File: src/rtl/logic_result_fifo_if.sv
// Valid/ready bundle linking the logic unit, the result FIFO and the writeback consumer.
// The slave side belongs to the FIFO; the master side belongs to its environment.
interface logic_result_fifo_if #(
    parameter int DATA_WIDTH = 8,
    parameter int ONES_WIDTH = 4
);
    logic                  in_valid;
    logic                  in_ready;
    logic [DATA_WIDTH-1:0] in_result;
    logic [2:0]            in_op;
    logic                  out_valid;
    logic                  out_ready;
    logic [DATA_WIDTH-1:0] out_result;
    logic [2:0]            out_op;
    logic                  out_zero;
    logic                  out_parity;
    logic [ONES_WIDTH-1:0] out_ones;

    modport master (
        output in_valid, in_result, in_op, out_ready,
        input  in_ready, out_valid, out_result, out_op, out_zero, out_parity, out_ones
    );

    modport slave (
        input  in_valid, in_result, in_op, out_ready,
        output in_ready, out_valid, out_result, out_op, out_zero, out_parity, out_ones
    );
endinterface

File: src/rtl/logic_result_fifo.sv
// Result buffer behind the bitwise logic unit: tags each result with status flags,
// drops opcode 3'b111 entries (counting them) and presents a first-word-fall-through head.
module logic_result_fifo #(
    parameter int DATA_WIDTH = 8,
    parameter int DEPTH      = 4,
    parameter int ADDR_WIDTH = 2,
    parameter int ONES_WIDTH = 4
) (
    input  logic                clk,
    input  logic                rst_n,
    input  logic                clear,
    logic_result_fifo_if.slave  bus,
    output logic [ADDR_WIDTH:0] count,
    output logic [7:0]          illegal_cnt
);
    localparam logic [2:0]          OP_ILLEGAL = 3'b111;
    localparam logic [ADDR_WIDTH:0] FULL_COUNT = (ADDR_WIDTH + 1)'(DEPTH);

    function automatic logic [ONES_WIDTH-1:0] popcount(input logic [DATA_WIDTH-1:0] v);
        logic [ONES_WIDTH-1:0] sum;
        sum = '0;
        for (int i = 0; i < DATA_WIDTH; i++) begin
            sum = sum + ONES_WIDTH'(v[i]);
        end
        return sum;
    endfunction

    function automatic logic [7:0] sat_inc8(input logic [7:0] v);
        return (v == 8'hFF) ? v : v + 8'd1;
    endfunction

    logic [DATA_WIDTH-1:0] result_mem [DEPTH];
    logic [2:0]            op_mem     [DEPTH];
    logic                  zero_mem   [DEPTH];
    logic                  parity_mem [DEPTH];
    logic [ONES_WIDTH-1:0] ones_mem   [DEPTH];

    logic [ADDR_WIDTH-1:0] wr_ptr;
    logic [ADDR_WIDTH-1:0] rd_ptr;

    logic                  ready;
    logic                  head_valid;
    logic                  accept;
    logic                  push;
    logic                  discard;
    logic                  pop;

    logic                  zero_p0;
    logic                  parity_p0;
    logic [ONES_WIDTH-1:0] ones_p0;

    assign ready      = (count != FULL_COUNT) && !clear;
    assign head_valid = (count != '0);
    assign accept     = bus.in_valid && ready;
    assign push       = accept && (bus.in_op != OP_ILLEGAL);
    assign discard    = accept && (bus.in_op == OP_ILLEGAL);
    assign pop        = head_valid && bus.out_ready;

    // Stage p0: flags derived from the incoming result at push time
    assign zero_p0   = (bus.in_result == '0);
    assign parity_p0 = ^bus.in_result;
    assign ones_p0   = popcount(bus.in_result);

    always_ff @(posedge clk) begin
        if (push) begin
            result_mem[wr_ptr] <= bus.in_result;
            op_mem[wr_ptr]     <= bus.in_op;
            zero_mem[wr_ptr]   <= zero_p0;
            parity_mem[wr_ptr] <= parity_p0;
            ones_mem[wr_ptr]   <= ones_p0;
        end
    end

    // clear outranks push/pop but leaves the discard counter alone
    always_ff @(posedge clk or negedge rst_n) begin
        if (!rst_n) begin
            wr_ptr      <= '0;
            rd_ptr      <= '0;
            count       <= '0;
            illegal_cnt <= '0;
        end else if (clear) begin
            wr_ptr <= '0;
            rd_ptr <= '0;
            count  <= '0;
        end else begin
            if (push) begin
                wr_ptr <= wr_ptr + ADDR_WIDTH'(1);
            end
            if (pop) begin
                rd_ptr <= rd_ptr + ADDR_WIDTH'(1);
            end
            if (push && !pop) begin
                count <= count + (ADDR_WIDTH + 1)'(1);
            end else if (pop && !push) begin
                count <= count - (ADDR_WIDTH + 1)'(1);
            end
            if (discard) begin
                illegal_cnt <= sat_inc8(illegal_cnt);
            end
        end
    end

    // Head view: zeros whenever empty so reset and flush leave a clean output
    assign bus.in_ready   = ready;
    assign bus.out_valid  = head_valid;
    assign bus.out_result = head_valid ? result_mem[rd_ptr] : '0;
    assign bus.out_op     = head_valid ? op_mem[rd_ptr]     : 3'b000;
    assign bus.out_zero   = head_valid ? zero_mem[rd_ptr]   : 1'b0;
    assign bus.out_parity = head_valid ? parity_mem[rd_ptr] : 1'b0;
    assign bus.out_ones   = head_valid ? ones_mem[rd_ptr]   : '0;
endmodule

File: src/flat_wrapper.sv
// flat-port wrapper written by rule: the top's interface ports become plain ports
module logic_result_fifo_flat 
#(
    parameter int DATA_WIDTH = 8,
    parameter int DEPTH      = 4,
    parameter int ADDR_WIDTH = 2,
    parameter int ONES_WIDTH = 4
)
  (clk, rst_n, clear, count, illegal_cnt, bus_in_valid, bus_in_result, bus_in_op, bus_out_ready, bus_in_ready, bus_out_valid, bus_out_result, bus_out_op, bus_out_zero, bus_out_parity, bus_out_ones);
  logic_result_fifo_if #(.DATA_WIDTH(DATA_WIDTH), .ONES_WIDTH(ONES_WIDTH)) bus_i ();
  input  logic clk;
  input  logic rst_n;
  input  logic clear;
  output logic [ADDR_WIDTH:0] count;
  output logic [7:0] illegal_cnt;
  input wire logic [$bits(bus_i.in_valid)-1:0] bus_in_valid;
  input wire logic [$bits(bus_i.in_result)-1:0] bus_in_result;
  input wire logic [$bits(bus_i.in_op)-1:0] bus_in_op;
  input wire logic [$bits(bus_i.out_ready)-1:0] bus_out_ready;
  output wire logic [$bits(bus_i.in_ready)-1:0] bus_in_ready;
  output wire logic [$bits(bus_i.out_valid)-1:0] bus_out_valid;
  output wire logic [$bits(bus_i.out_result)-1:0] bus_out_result;
  output wire logic [$bits(bus_i.out_op)-1:0] bus_out_op;
  output wire logic [$bits(bus_i.out_zero)-1:0] bus_out_zero;
  output wire logic [$bits(bus_i.out_parity)-1:0] bus_out_parity;
  output wire logic [$bits(bus_i.out_ones)-1:0] bus_out_ones;
  assign bus_i.in_valid = bus_in_valid;
  assign bus_i.in_result = bus_in_result;
  assign bus_i.in_op = bus_in_op;
  assign bus_i.out_ready = bus_out_ready;
  assign bus_in_ready = bus_i.in_ready;
  assign bus_out_valid = bus_i.out_valid;
  assign bus_out_result = bus_i.out_result;
  assign bus_out_op = bus_i.out_op;
  assign bus_out_zero = bus_i.out_zero;
  assign bus_out_parity = bus_i.out_parity;
  assign bus_out_ones = bus_i.out_ones;
  logic_result_fifo #(.DATA_WIDTH(DATA_WIDTH), .DEPTH(DEPTH), .ADDR_WIDTH(ADDR_WIDTH), .ONES_WIDTH(ONES_WIDTH)) u_core (.clk(clk), .rst_n(rst_n), .clear(clear), .bus(bus_i), .count(count), .illegal_cnt(illegal_cnt));
endmodule
File: config.mk
export PLATFORM = sky130hd
export DESIGN_NAME = logic_result_fifo_flat
export DESIGN_NICKNAME = d
export VERILOG_FILES = /design/src/rtl/logic_result_fifo_if.sv /design/src/rtl/logic_result_fifo.sv /design/src/flat_wrapper.sv
export SDC_FILE = /design/constraint.sdc
export NUM_CORES = 1
export LEC_CHECK = 0
export CAP_MARGIN = 20
export CORE_UTILIZATION = 50
export CTS_CLUSTER_SIZE = 24
export DETAILED_ROUTE_END_ITERATION = 10
export DONT_BUFFER_PORTS = 1
export GPL_TIMING_DRIVEN = 1
export PLACE_DENSITY_LB_ADDON = 0.15
export SLEW_MARGIN = 20
export SYNTH_ARGS = -nofsm -noshare
export SYNTH_HDL_FRONTEND = slang
export SYNTH_SLANG_ARGS = --single-unit
File: constraint.sdc
create_clock -name clk -period 4.4 [get_ports clk]
set_input_delay 0.88 -clock clk [delete_from_list [all_inputs] [get_ports clk]]
set_output_delay 0.88 -clock clk [all_outputs]
set_load 0.01 [all_outputs]
==> impl_metrics.toml, run 1 <==
[cts]
clkLatencyLatePin_ps = 350
cts.clk_slew.worst_paths_ps = 90
cts_resized = 0
cts_tree = "built"
cts-root-buf = "clkbuf_8"
cts_hold_buf = 0
cts_sinks = 83
cts_buffers = 9
h-tree-depth = 3
cts_buffer_depth = 2
cts_setup_buffers = 0

[setup_path]
worstSetupStartpointType = "primary input"
path_cells = "inv_1, ha_1, inv_1, fa_1, fa_1, inv_1, fa_1, fa_1, xor2_1"
cp-end-kind = "flip-flop"
worstSetupPathType = "primary input to flip-flop"
worst-endpoint-arrival_ps = 3340
worstPathRequired_ps = 4550
cp_max_fo = 6
critPathSlowestCell = "fa_1"
cp_slowest_stage_delay_ps = 500
critPathMostFrequentCell = "fa_1"

[sta]
finalCriticalPeriod_ps = 3183
tns_ps = 0
rsz0062_at_grt = "no"
tightest_slew_ps = 972.7
finalSetupViolations = 0
max_freq_mhz = 314.2
slew_headroom_pct = 35.15
fin_skew_ps = 11.12
final.period_utilization_pct = 72.34
maxSlewViolCount = 0
hold_violations = 0

[synth]
synth_edf_count = 68
yosysUniqueCellTypes = 31
syn-num-nets = 256
yosysTopAreaCellShare_pct = 55.23
asyncSetResetFlopFracSynth_pct = 18.07
yosys-top-cells-area = "edfxtp_1 55%, mux4_2 10%, dfrtp_1 10%"
ys_ff_latch = 83
syn-mean-instance-area_um2 = 16.58
synth_cells = 223
netlist_area_um2 = 3697
synth-seq-area-share_pct = 65.38
ys_warn_count = 0
ys.flop_type = "edfxtp_1"
synth_area_leader_cell = "edfxtp_1"

[power]
p_sw_w = 0.0005990
internal_power_w = 0.001433
power.density_nw_per_um2 = 506.8
combPwrFrac_pct = 21.9
cellLeakagePower_nw = 1.467
p_seq_share_pct = 48.9
fin_total_pwr_w = 0.002032
clkPwrFrac_pct = 29.2
switching_share_pct = 29.47
max-vdd-ir-drop_v = 0.0002698

[layout]
multi_input_area_um2 = 1184
register_area_um2 = 2417
area_growth_pct = 8.460
final_layout_size_suffix_gt1_share_pct = 15.45
antenna_cells = 0
fin_nets = 261
fill_cells = 566

[routing]
wl_per_cell_um = 20.21
vias = 1857
remaining_drc_errors = 0
drt-pass1-iter-count = 4
postRouteAntennaNets = 0
vias_per_cell = 5.644
initialDrtViolationCount = 110
wirelength_mm = 6.649

[die]
start_util_pct = 52.96
die_w_um = 87.99
core_area_um2 = 6982
die_area_um2 = 7742
fp.dieH_um = 87.99
std_cell_rows = 30
io_pins = 46

[global_route]
grt_pass1_wl_mm = 10.31
grt_pass1_vias = 1926
grtUsageTotal_pct = 19.26
overflow = 0
grt_max_degree = 23
antenna_found_initial = 0

[place]
dpl.hpwl_mm = 4.354
gp_congestion = 0.7402
portBuffers = 0

[run]
maxCapViolCount = 0

[outcome]
outcome = "finished clean"

[min_path]
hold_path.class = "primary input to asynchronous set/reset pin"
[power by group through the flow]
| stage | Clock, W | Combinational, W | Sequential (W) |
|---|---|---|---|
| detailed placement | 0 | 0.000450 | 0.00101 |
| CTS | 0.000598 | 0.000454 | 0.000996 |
| finish | 0.000594 | 0.000445 | 0.000993 |
| global route | 0.000633 | 0.000492 | 0.00101 |
| global placement | 0 | 0.000424 | 0.00101 |
| floorplan | 0 | 0.000383 | 0.000976 |
[critical path: cells and delay by family]
kind / cells / cell delay [ps]
buffers and inverters: 3 / 150
adders and majority gates: 5 / 2040
xor gates and xnor gates: 1 / 270
[final timing paths]
path	end	cells after the start	slack (ps)	from
worst min-delay path	u_core.illegal_cnt[2]$_DFFE_PN0P_	0	210	rst_n
worst min register to register	u_core.illegal_cnt[7]$_DFFE_PN0P_	1	560	u_core.illegal_cnt[7]$_DFFE_PN0P_
min in group clk	u_core.illegal_cnt[7]$_DFFE_PN0P_	1	560	u_core.illegal_cnt[7]$_DFFE_PN0P_
worst max-delay path	u_core.ones_mem[0][2]$_DFFE_PP_	9	1220	bus_in_result[0]
worst max register to register	u_core.count[2]$_DFFE_PN0P_	7	1570	u_core.count[0]$_DFFE_PN0P_
max in group asynchronous	u_core.rd_ptr[1]$_DFFE_PN0P_	0	4110	rst_n
[area by class of cell]
type                            instances  share of cell area (%)
Inverter                               17                   1.591
Timing Repair Buffer                    1                  0.1872
Sequential cell                        83                   60.28
Tap cell                               96                   2.995
Multi-Input combinational cell        116                   29.52
Clock buffer                           10                   3.183
Clock inverter                          6                   2.246
[cell families after synthesis]
family / share of synthesized area [%]
AOI/OAI and AO/OA: 0.4060
buffers and inverters: 2.606
DFF: 65.38
xor gates and xnor gates: 3.553
and+or+nand+nor: 9.171
muxes: 12.12
adders and majority gates: 6.768
[synthesized netlist by cell type, types with 2 or more instances]
cell type	instances
xnor2_1	3
xor2_1	12
nor3_1	3
nor4_1	3
inv_1	17
nor2_1	11
mux2_1	3
nand3_1	5
fa_1	5
mux4_2	17
clkbuf_1	3
buf_2	2
nor2b_1	3
nand2_1	3
mux2i_1	2
and3_1	2
dfrtp_1	15
and2_1	22
edfxtp_1	68
ha_1	12
a21oi_1	2
[registers in the layout (all words and copies together), names as in the netlist]
signal,cells
u_core.rd_ptr,2
u_core.parity_mem,4
u_core.zero_mem,4
u_core.ones_mem,16
u_core.wr_ptr,2
u_core.count,3
u_core.illegal_cnt,8
u_core.op_mem,12
u_core.result_mem,32
[metal layers]
metal,global-route usage (%),part of all wire (%)
met5,0,0
met1,24.34,42
met3,5.278,4.8
met2,30.87,51
met4,9.538,1.9
[per-stage QoR]
| step | std cells | setup WS, ps | hold slack [ps] | area [um2] | util [%] |
|---|---|---|---|---|---|
| 6_report | 329 | 1217 | 208.2 | 4010 | 57.44 |
| 5_1_grt | 329 | 1124 | 189.9 | 4010 | 57.44 |
| 4_1_cts | 329 | 1237 | 202.3 | 4010 | 57.44 |
| 3_5_place_dp | 313 | 861.9 | 551.1 | 3792 | 54.32 |
| 3_3_place_gp | 313 | 918.0 | 549.1 | 3792 | 54.32 |
| 2_1_floorplan | 223 | 972.5 | 521.7 | 3697 | - |
[cell usage in the layout, fill, tap and decap left out, types with 3 or more instances in the layout]
cell      count
edfxtp_1     68
and2_1       22
inv_1        17
mux4_2       17
dfrtp_1      15
xor2_1       12
ha_1         12
nor2_1       11
clkbuf_8      9
nand3_1       5
fa_1          5
nor2b_1       3
nand2_1       3
xnor2_1       3
nor4_1        3
nor3_1        3
mux2_1        3
Note: power is estimated with default switching activity, not from simulation.
==> run 2: changes to the inputs <==
clock period = 3.3 ns   (was 4.4 ns; I/O delays follow)
==> impl_metrics.toml, run 2 (synthesized netlist as in run 1, its figures left out) <==
[layout]
layout_commonest_cell = "edfxtp_1"
postLayoutCoreUtil_pct = 57.94
top_register = "u_core.result_mem"
fin_nets = 267
final_cell_mix = "68 x edfxtp_1, 22 x and2_1, 17 x inv_1, 17 x mux4_2, 15 x dfrtp_1"
reg.largest.list = "u_core.result_mem: 32 flops, u_core.ones_mem: 16 flops, u_core.op_mem: 12 flops"
finalNonFillerCells = 335
final_layout_size_suffix_gt1_share_pct = 17.15
largest_register_ffs = 32
post-route-cell-area_um2 = 4045
antenna_cells = 0
area_growth_pct = 9.408

[cts]
cts-root-buf = "clkbuf_8"
cts_buffers = 9
cts.clk_slew.worst_paths_ps = 80
cts_resized = 0
clkLatencyLatePin_ps = 340
cts_sinks = 83
h-tree-depth = 3
cts_buffer_depth = 2
cts_setup_buffers = 0
cts_tree = "built"

[setup_path]
cp_max_fo = 6
worstSetupStartpointType = "primary input"
cp-end-kind = "flip-flop"
worstPathRequired_ps = 3440
worstSetupPathType = "primary input to flip-flop"
worst-endpoint-arrival_ps = 3140

[die]
std_cell_rows = 30
die_w_um = 87.99
die_area_um2 = 7742
fp.dieH_um = 87.99
start_util_pct = 52.96
core_area_um2 = 6982
io_pins = 46

[place]
place_inst = 318
gp_congestion = 0.7297
placed_area_um2 = 3842
dpl.hpwl_mm = 4.181
post-place-ws_ps = -20.63
portBuffers = 0

[routing]
remaining_drc_errors = 0
drt-pass1-iter-count = 5
wirelength_mm = 6.261
wl_per_cell_um = 18.69
initialDrtViolationCount = 108
vias = 1836
postRouteAntennaNets = 0
vias_per_cell = 5.481

[sta]
hold_violations = 0
finalSetupViolations = 0
finalCriticalPeriod_ps = 2993
tightest_slew_ps = 899.7
maxSlewViolCount = 0
slew_headroom_pct = 40.02
final.period_utilization_pct = 90.69
rsz0062_at_grt = "no"
fin_skew_ps = 6.358
max_freq_mhz = 334.1
layout_setup_ws_ps = 307.1

[power]
power.density_nw_per_um2 = 650.8
cellLeakagePower_nw = 1.479
max-vdd-ir-drop_v = 0.0003558

[min_path]
hold_path.class = "primary input to flip-flop"

[run]
maxCapViolCount = 0

[global_route]
grt_pass1_wl_mm = 9.763
grt_max_degree = 23
antenna_found_initial = 0
grt_pass1_vias = 1928
overflow = 0
grtUsageTotal_pct = 18.04

[outcome]
outcome = "finished clean"
-- run 2: cell types whose count changed in the layout (fill, tap and decap cells not counted), sizes merged --
cell,before,now
clkinv,3,2
clkinvlp,1,4
clkbuf,10,9
dlygate4sd3,0,1
buf,1,6
bufinv,2,1
-- run 2: layer usage --
metal | GRT usage (%) | routed length (um) | vias up
li1 | - | - | 838
met1 | 24.42 | 2871 | 942
met2 | 26.57 | 2922 | 43
met3 | 5.655 | 331 | 13
met4 | 9.091 | 136 | 0
met5 | 0 | 0 | -
-- run 2: metrics by stage --
step / hold slack (ps) / setup TNS [ps] / power (W)
final: 367.2 / 0 / 0.002633
after global routing: 348.3 / 0 / 0.002773
after CTS: 346.8 / 0 / 0.002671
after detailed placement: 364.7 / -82.44 / 0.001972
after global placement: 364.8 / 0 / 0.001934
after floorplan: 364.4 / 0 / 0.001812
-- run 2: worst paths after layout --
kind / from / to / slack [ps] / cells past startpoint
worst max-delay path: bus_in_result[0] / u_core.ones_mem[2][2]$_DFFE_PP_ / 310 / 9
min in group asynchronous: rst_n / u_core.count[1]$_DFFE_PN0P_ / 790 / 1
worst min-delay path: clear / u_core.wr_ptr[1]$_DFFE_PN0P_ / 370 / 1
max in group asynchronous: rst_n / u_core.illegal_cnt[0]$_DFFE_PN0P_ / 2070 / 1
worst min register to register: u_core.illegal_cnt[7]$_DFFE_PN0P_ / u_core.illegal_cnt[7]$_DFFE_PN0P_ / 560 / 1
worst max register to register: u_core.count[0]$_DFFE_PN0P_ / u_core.count[2]$_DFFE_PN0P_ / 960 / 8
-- run 2: worst max-delay path: stages --
cell and delay (ps):
inv_1 20, ha_1 310, inv_1 80, fa_1 430, fa_1 490, inv_1 50
fa_1 410, fa_1 400, xor2_1 290
-- run 2: where the power goes --
group	internal [W]	leakage, nW	total (W)	switching, W
Sequential	0.00123	0.820	0.00133	0.0000995
Clock	0.000345	0.0849	0.000695	0.000350
Combinational	0.000280	0.574	0.000611	0.000332
-- run 2: layout make-up --
type / instances / area [um2]
fill: 568 / 2937
multi-input combinational: 116 / 1184
sequential: 83 / 2417
tap: 96 / 120.1
clock buffer: 9 / 123.9
timing repair buffer: 7 / 67.56
inverter: 17 / 63.81
clock inverter: 7 / 68.82
-- run 2: what timing repair did --
item	4_1_cts	5_1_grt
endpoints found under the hold margin	15	0
hold buffers	1	0
endpoints found under the setup margin	0	0
